$ cat src/rtl/affine_ctrl_pkg.sv
// rtl/affine_ctrl_pkg.sv - shared types and helpers for the affine loop controller
package affine_ctrl_pkg;

  localparam int NUM_LOOPS     = 3;
  localparam int DEFAULT_WIDTH = 16;

  typedef enum logic [1:0] {
    IDLE  = 2'd0,
    DELAY = 2'd1,
    RUN   = 2'd2,
    DONE  = 2'd3
  } state_e;

  // Index [0] is the outermost loop, [2] the innermost.
  typedef logic [NUM_LOOPS-1:0][DEFAULT_WIDTH-1:0] ctrl_vars_t;

  function automatic bit fits_width(input int value, input int width);
    return (value >= 0) && (longint'(value) < (longint'(1) << width));
  endfunction

endpackage

$ cat src/rtl/affine_ctrl_counter.sv
// rtl/affine_ctrl_counter.sv - one loop dimension: counts on inc_i, wraps at EXT-1, flags carry
module affine_ctrl_counter
#(
  parameter int WIDTH = 16,
  parameter int EXT   = 1
) (
  input  logic             clk,
  input  logic             rst_n,
  input  logic             clr_i,
  input  logic             inc_i,
  output logic [WIDTH-1:0] count_o,
  output logic             carry_o
);

  localparam logic [WIDTH-1:0] LAST = WIDTH'(EXT - 1);

  logic [WIDTH-1:0] count_q, count_d;
  logic             at_last;

  assign at_last = (count_q == LAST);
  assign carry_o = inc_i && at_last;
  assign count_o = count_q;

  always_comb begin
    count_d = count_q;
    if (clr_i) begin
      count_d = '0;
    end else if (inc_i) begin
      count_d = at_last ? '0 : count_q + 1'b1;
    end
  end

  always_ff @(posedge clk or negedge rst_n) begin
    if (!rst_n) begin
      count_q <= '0;
    end else begin
      count_q <= count_d;
    end
  end

endmodule

$ cat src/rtl/affine_loop_ctrl.sv
// rtl/affine_loop_ctrl.sv - walks a 3-deep loop nest on a fixed schedule for one buffer port
// Optional flattened address output is enabled by defining AFFINE_CTRL_ADDR_EN.
module affine_loop_ctrl
  import affine_ctrl_pkg::*;
#(
  parameter int WIDTH       = 16,
  parameter int EXT_0       = 1,
  parameter int EXT_1       = 128,
  parameter int EXT_2       = 128,
  parameter int II          = 1,
  parameter int START_DELAY = 0,
  parameter int SHIFT_1     = 1,
  parameter int SHIFT_2     = 1,
  parameter int ROW_STRIDE  = 64
) (
  input  logic                            clk,
  input  logic                            rst_n,
  input  logic                            flush,
  input  logic                            stall,
  output logic                            en,
  output logic [NUM_LOOPS-1:0][WIDTH-1:0] ctrl_vars,
  output logic                            done
`ifdef AFFINE_CTRL_ADDR_EN
  ,
  output logic [WIDTH-1:0]                addr
`endif
);

  localparam logic [WIDTH-1:0] II_M1    = WIDTH'(II - 1);
  localparam logic [WIDTH-1:0] DELAY_LD = WIDTH'(START_DELAY);

  if (EXT_0 < 1 || EXT_1 < 1 || EXT_2 < 1 || II < 1 || START_DELAY < 0) begin : g_bad_range
    $error("affine_loop_ctrl: EXT_n and II must be >= 1 and START_DELAY >= 0");
  end

  if (!fits_width(EXT_0 - 1, WIDTH) || !fits_width(EXT_1 - 1, WIDTH) ||
      !fits_width(EXT_2 - 1, WIDTH) || !fits_width(II - 1, WIDTH) ||
      !fits_width(START_DELAY, WIDTH)) begin : g_bad_width
    $error("affine_loop_ctrl: loop extents or schedule do not fit in WIDTH bits");
  end

  state_e                            state_q;
  logic [WIDTH-1:0]                  delay_q;
  logic [WIDTH-1:0]                  ii_q;
  logic                              en_q;
  logic                              done_q;
  logic [NUM_LOOPS-1:0][WIDTH-1:0]   cv_q;

  logic [WIDTH-1:0] cnt_0, cnt_1, cnt_2;
  logic             carry_0, carry_1, carry_2;
  logic             due, issue;

  assign due   = ((state_q == DELAY) && (delay_q == '0)) ||
                 ((state_q == RUN)   && (ii_q == '0));
  assign issue = due && !stall && !flush;

  // Carry out of the outermost counter marks the final iteration of the nest.
  affine_ctrl_counter #(.WIDTH(WIDTH), .EXT(EXT_2)) u_cnt_2 (
    .clk     (clk),
    .rst_n   (rst_n),
    .clr_i   (flush),
    .inc_i   (issue),
    .count_o (cnt_2),
    .carry_o (carry_2)
  );

  affine_ctrl_counter #(.WIDTH(WIDTH), .EXT(EXT_1)) u_cnt_1 (
    .clk     (clk),
    .rst_n   (rst_n),
    .clr_i   (flush),
    .inc_i   (carry_2),
    .count_o (cnt_1),
    .carry_o (carry_1)
  );

  affine_ctrl_counter #(.WIDTH(WIDTH), .EXT(EXT_0)) u_cnt_0 (
    .clk     (clk),
    .rst_n   (rst_n),
    .clr_i   (flush),
    .inc_i   (carry_1),
    .count_o (cnt_0),
    .carry_o (carry_0)
  );

  always_ff @(posedge clk or negedge rst_n) begin
    if (!rst_n) begin
      state_q <= IDLE;
      delay_q <= '0;
      ii_q    <= '0;
      en_q    <= 1'b0;
      done_q  <= 1'b0;
      cv_q    <= '0;
    end else if (flush) begin
      state_q <= DELAY;
      delay_q <= DELAY_LD;
      ii_q    <= '0;
      en_q    <= 1'b0;
      done_q  <= 1'b0;
      cv_q    <= '0;
    end else begin
      en_q <= issue;
      if (issue) begin
        cv_q <= {cnt_2, cnt_1, cnt_0};
        ii_q <= II_M1;
      end
      case (state_q)
        DELAY: begin
          if (!stall) begin
            if (delay_q == '0) begin
              state_q <= carry_0 ? DONE : RUN;
            end else begin
              delay_q <= delay_q - 1'b1;
            end
          end
        end
        RUN: begin
          if (!stall) begin
            if (ii_q == '0) begin
              if (carry_0) begin
                state_q <= DONE;
              end
            end else begin
              ii_q <= ii_q - 1'b1;
            end
          end
        end
        DONE: begin
          // Entered together with the last en, so done rises one cycle after it.
          done_q <= 1'b1;
        end
        default: ;
      endcase
    end
  end

  assign en        = en_q;
  assign done      = done_q;
  assign ctrl_vars = cv_q;

`ifdef AFFINE_CTRL_ADDR_EN
  logic [WIDTH-1:0] addr_q;

  always_ff @(posedge clk or negedge rst_n) begin
    if (!rst_n) begin
      addr_q <= '0;
    end else if (flush) begin
      addr_q <= '0;
    end else if (issue) begin
      addr_q <= WIDTH'(32'(cnt_1 >> SHIFT_1) * ROW_STRIDE + 32'(cnt_2 >> SHIFT_2));
    end
  end

  assign addr = addr_q;
`else
  if (SHIFT_1 < 0 || SHIFT_2 < 0 || ROW_STRIDE < 0) begin : g_bad_addr_cfg
    $error("affine_loop_ctrl: SHIFT_n and ROW_STRIDE must be non-negative");
  end
`endif

endmodule

$ cat config.mk
export PLATFORM = sky130hd
export DESIGN_NAME = affine_loop_ctrl
export DESIGN_NICKNAME = d
export VERILOG_FILES = /design/src/rtl/affine_ctrl_pkg.sv /design/src/rtl/affine_ctrl_counter.sv /design/src/rtl/affine_loop_ctrl.sv
export SDC_FILE = /design/constraint.sdc
export NUM_CORES = 1
export LEC_CHECK = 0
export CAP_MARGIN = 20
export CORE_UTILIZATION = 23
export CTS_CLUSTER_SIZE = 28
export DETAILED_ROUTE_END_ITERATION = 10
export SYNTH_ARGS = -nofsm -noshare
export SYNTH_HDL_FRONTEND = slang
export SYNTH_SLANG_ARGS = --single-unit
export TNS_END_PERCENT = 10
$ cat constraint.sdc
create_clock -name clk -period 3.4 [get_ports clk]
set_clock_uncertainty 0.15 [all_clocks]
set_input_delay 0.34 -clock clk [delete_from_list [all_inputs] [get_ports clk]]
set_output_delay 0.34 -clock clk [all_outputs]
set_load 0.01 [all_outputs]
[Yosys cells after proc, flatten, opt, wreduce, memory -nomap -nowiden]
Cells that the tools add are included.
Widths: inputs -> output; s select.
Operators by class
  add/subtract/negate cells: 5
  equality and inequality tests: 12
  muxes and demuxes: 31
  reductions and logical operators: 21
Operators by type and width (number)
  $mux 16: 18
  $mux 48: 2
  $add 16x1->16 const B: 3
  $logic_not 16->1: 3
  $eq 16x7->1 const B: 2
  $sub 16x1->16 const B: 2
  $mux 2: 6
  $reduce_bool 2->1: 5
  $ne 3x3->1 const B: 3
  $logic_and 1x1->1: 7
  $ne 3x2->1 const B: 2
  $reduce_and 6->1: 1
  $eq 2x2->1 const B: 2
  $mux 1: 4
  $ne 2x2->1 const B: 2
  $pmux 2 s2: 1
  $reduce_and 3->1: 1
  $reduce_bool 3->1: 1
  $eq 2x1->1 const B: 1
  $logic_not 1->1: 2
  $logic_or 1x1->1: 1
Storage, ports and cells
  register bits after elaboration: 132
  input bits: 4
  output and inout bits: 50
  word-level logic and storage cells: 80

[Longest topological paths before layout]
  depth after elaboration: 13
  gate-level depth with buffers: 10
  mapped depth without buffers: 8

[Hierarchy]
A second synthesis with hierarchy kept.
Unflattened totals
  cell total of the unflattened synthesis: 722
  area, all modules: 6946.7 sq um
By module, submodules not included
  affine_loop_ctrl: times used 1, cells each 439, area an instance 4284.1 sq um, seq. area each 2102.0 sq um
  affine_ctrl_counter (u_cnt_1 ...): times used 2, cells each 92, area an instance 873.3 sq um, seq. area each 400.4 sq um
  affine_ctrl_counter (u_cnt_0): times used 1, cells each 99, area an instance 915.9 sq um, seq. area each 400.4 sq um

[Least setup slack after synthesis]
OpenSTA, ideal clock, no wires.
  kind: register to register
  start point: register ii_q[0]
  end point: register u_cnt_2.count_q[3] (netlist: u_cnt_2.count_o[3])
  library setup time: 78 ps
  arrival time: 2168 ps
  required time: 3172 ps
  slack: 1004 ps
  stages on the path, launching flop included: 9
  buffers on the path: 1
  period minus slack after synthesis: 2396 ps
  cells stage by stage: dfrtp_1 -> inv_1 -> ha_1 -> nor3b_1 -> nand2_2 -> o32a_1 -> buf_2 -> or4b_1 -> a21oi_1
On the way
  cells in the longest elaborated chain, start to end: 6
RTL lines
  from (decl): RTL line affine_loop_ctrl.sv:44  | logic [WIDTH-1:0] ii_q;
  from (signal assigned): RTL line affine_loop_ctrl.sv:123  | ii_q <= ii_q - 1'b1;
  $logic_not 16->1: RTL line affine_loop_ctrl.sv:54  | ((state_q == RUN) && (ii_q == '0));
  $logic_and 1x1->1: RTL line affine_loop_ctrl.sv:54
  $logic_or 1x1->1: RTL line affine_loop_ctrl.sv:53  | assign due = ((state_q == DELAY) && (delay_q == '0)) ||
  $logic_and 1x1->1 (2 in a row): RTL line affine_loop_ctrl.sv:55  | assign issue = due && !stall && !flush;
  $reduce_bool 2->1 (no source line)
  to (signal assigned): RTL line affine_ctrl_counter.sv:37  | count_q <= count_d;
  to (decl): RTL line affine_ctrl_counter.sv:17  | logic [WIDTH-1:0] count_q, count_d;
Every way passes these cells.
A chain may end at the register's enable or synchronous reset.

[Worst setup path after layout]
  start point: register delay_q[0]
  end point: register u_cnt_0.count_q[7] (netlist: u_cnt_0.count_o[7])
On the way
  cells in the longest elaborated chain, start to end: 8
RTL lines
  from (decl): RTL line affine_loop_ctrl.sv:43  | logic [WIDTH-1:0] delay_q;
  from (signal assigned): RTL line affine_loop_ctrl.sv:112  | delay_q <= delay_q - 1'b1;
  $logic_not 16->1: RTL line affine_loop_ctrl.sv:53
  $logic_and 1x1->1: RTL line affine_loop_ctrl.sv:53
  $logic_or 1x1->1: RTL line affine_loop_ctrl.sv:53
  $logic_and 1x1->1 (2 in a row): RTL line affine_loop_ctrl.sv:55
  $logic_and 1x1->1 (2 in a row): RTL line affine_ctrl_counter.sv:21  | assign carry_o = inc_i && at_last;
  $reduce_bool 2->1 (no source line)
  to (signal assigned): RTL line affine_ctrl_counter.sv:37
  to (decl): RTL line affine_ctrl_counter.sv:17
Every way passes these cells.

==> results.md <==
- Seq/Total Area, Yosys: 49.5%
- Register area: 3300 um^2
- #FFs+latches synth: 132
- Hold_buf cts: 1
- Status: finished, final reports clean
- CP Capture Type: flop
- Skew-Pair Late Insertion Delay: 0.43 ns
- CP required: 3.57 ns
- Worst Path Arrival: 3.09 ns
- Area growth syn-to-layout: 23.7%
- Routability Congestion: 0.844
- Via count: 5,360
- Placed inst area: 7580 um^2
- Overall routed net length: 16.4 mm
- Top_reg_cell synth: dfrtp_1
- Total grt overflow: 0
- IO Pins: 54
- Nets: 784
- Largest area contributor in the netlist: dfrtp_1
- Cells after Synth: 728
- Wire per inst: 14.1 um
- Startpoint Class: flop
- Pins Over Slew Limit: 0
- Pin count of the biggest net entering global routing: 60
- MaxCap Viol Count: 0
- CTS Sinks: 132
- RSZ-0062 raised after global routing: no
- Reg clk slew, reported paths: 0.05 ns
- Syn Area/Cell: 9.16 um^2
- Die Height: 172 um
- Share of the synthesized area in the top cell type: 49.5%
- Leakage: 3.39 nW
- First-pass DRT Iterations: 4
- Post-Place Setup Slack: 0.505 ns
- Fin crit period: 2.92 ns
- Clock buffer depth: 2
- CTS H-tree depth: 4
- Worst slew margin: 42.0%
- Fmax: 343 MHz
- Final setup viols: 0
- Max VDD drop: 363 uV
- First-pass GRT wire length: 27.3 mm
- Die X: 172 um
- Port Buffers: 53
- Initial Util: 23.7%
- Asr flop ratio synth: 100%
- Synth area leaders: dfrtp_1 50%, nand2_1 7.5%, a21oi_1 5.7%
- Via density per instance: 4.61
- Tcrit/Tclk final: 85.9%
- Num CTS Buffers: 17
- Root Buffer: clkbuf_16
- # resized after CTS: 0
- Design area: 8250 um^2
- Initial antenna violation count: 0
- Fill cells: 2,933
- YS warnings: 0
- Antenna cells: 0
- Most frequent cell after synthesis: nand2_1
- Core Rows: 61
- CTS tree: yes
- Setup CP Type: flop to flop
- Multi-input logic area: 3150 um^2
- DP Wirelength: 11.2 mm
- Drt initial violations: 259
- Maximum fanout along the worst path: 7
- Post-CTS Repair Setup Buffers: 0
- Post-route ant nets: 0
- PD cells: 607 nW/um^2
- Syn Std Cell Area: 6670 um^2
- Worst-Margin Slew: 0.862 ns
- Synth cell count leaders: 133 x nand2_1, 132 x dfrtp_1, 76 x a21oi_1, 69 x nor2_1, 30 x o21ai_0
- DRC Markers: 0
- Post-synth EDFFs: 0
- Layout cells sized above 1: 8.41%
- Min-Delay Path Class: primary input to flop
- Unique masters post-synth: 59
- Vias in the first global route: 5,171
- Placeable core area: 28,200 um^2
- Net Count, Synth: 740
- Fin Setup TNS: 0 ns
- Final Hold Vio Count: 0
- Final WS setup: 0.481 ns
- Die area: 29,700 um^2
- Total GRT Usage: 11.8%
## through the flow
stage	utilization [%]	std cells	hold WS, ns	total power, mW
global placement	26.9	1130	0.218	2.96
finish	29.3	1163	0.262	5.00
global route	29.3	1163	0.284	5.27
floorplan	-	728	-0.106	2.68
CTS	29.3	1163	0.275	5.07
detailed placement	26.9	1130	0.217	2.98
## final cells by class
cell class                 instances  area share (%)
clock buffer                      24            5.96
clock inverter                     8            2.06
inverter                          13           0.592
multi-input combinational        545            38.1
sequential                       132            40.0
tap                              378            5.73
timing repair buffer              63            7.46
## logic make-up (layout without fill, tap and decap cells)
kind of cell / Yosys count / after routing / synth area share [%]
AO/OA/AOI/OAI: 143 / 143 / 12.4
XOR/XNOR: 34 / 34 / 4.47
adder cells (fa/ha/maj): 8 / 8 / 1.50
buffers and inverters: 51 / 108 / 3.32
flip-flops: 132 / 132 / 49.5
multiplexers: 4 / 4 / 0.657
AND/OR/NAND/NOR: 356 / 356 / 28.2
## registers in the layout, summed over array words and instances (netlist names)
| name | flops |
|---|---|
| ctrl_vars | 48 |
| delay_q | 16 |
| ii_q | 16 |
| u_cnt_0.count_o | 16 |
| u_cnt_1.count_o | 16 |
| u_cnt_2.count_o | 16 |
| state_q | 2 |
| done | 1 |
| en | 1 |
## placed cells by master, fill, tap and decap left out, types with 17 or more instances in the layout
cell type,netlist,layout
nand3_1,29,29
dfrtp_1,132,132
clkbuf_16,0,17
a21oi_1,76,76
clkdlybuf4s50_1,0,51
and3_1,20,20
xor2_1,25,25
nand2_1,133,133
nor2_1,69,69
o21ai_0,30,30
## critical path, stage by stage (launching register included)
cell and delay [ns]:
dfrtp_1 0.39, inv_1 0.08, ha_1 0.15, nor4b_2 0.39, and4_1 0.35, a32o_2 0.32
nand3_2 0.18, or2_0 0.45, o31ai_1 0.34
## report_power, final
part	switching (mW)	leakage [nW]	internal, mW
registers	0.142	1.83	1.67
logic	0.724	1.25	0.412
clock network	0.675	0.317	1.38
total	1.54	3.39	3.46
## worst paths after layout
path / cells after the start / slack [ns] / end / from
worst min register to register: 2 / 0.37 / ctrl_vars[20]$_DFFE_PN0P_ / ctrl_vars[20]$_DFFE_PN0P_
min in group asynchronous: 2 / 0.30 / ctrl_vars[5]$_DFFE_PN0P_ / rst_n
worst max register to register: 8 / 0.48 / u_cnt_0.count_o[7]$_DFFE_PN0P_ / delay_q[0]$_DFFE_PN0P_
worst max-delay path: 8 / 0.48 / u_cnt_0.count_o[7]$_DFFE_PN0P_ / delay_q[0]$_DFFE_PN0P_
max in group asynchronous: 3 / 1.88 / ii_q[1]$_DFF_PN0_ / rst_n
worst min-delay path: 2 / 0.26 / en$_DFF_PN0_ / flush
## metal layers
metal / share of wire [%] / GRT usage (%)
met1: 50 / 16.2
met2: 45 / 17.8
met3: 4.2 / 3.27
met4: 0.91 / 3.39
met5: 0 / 0
Power figures use the tool's default switching activity.
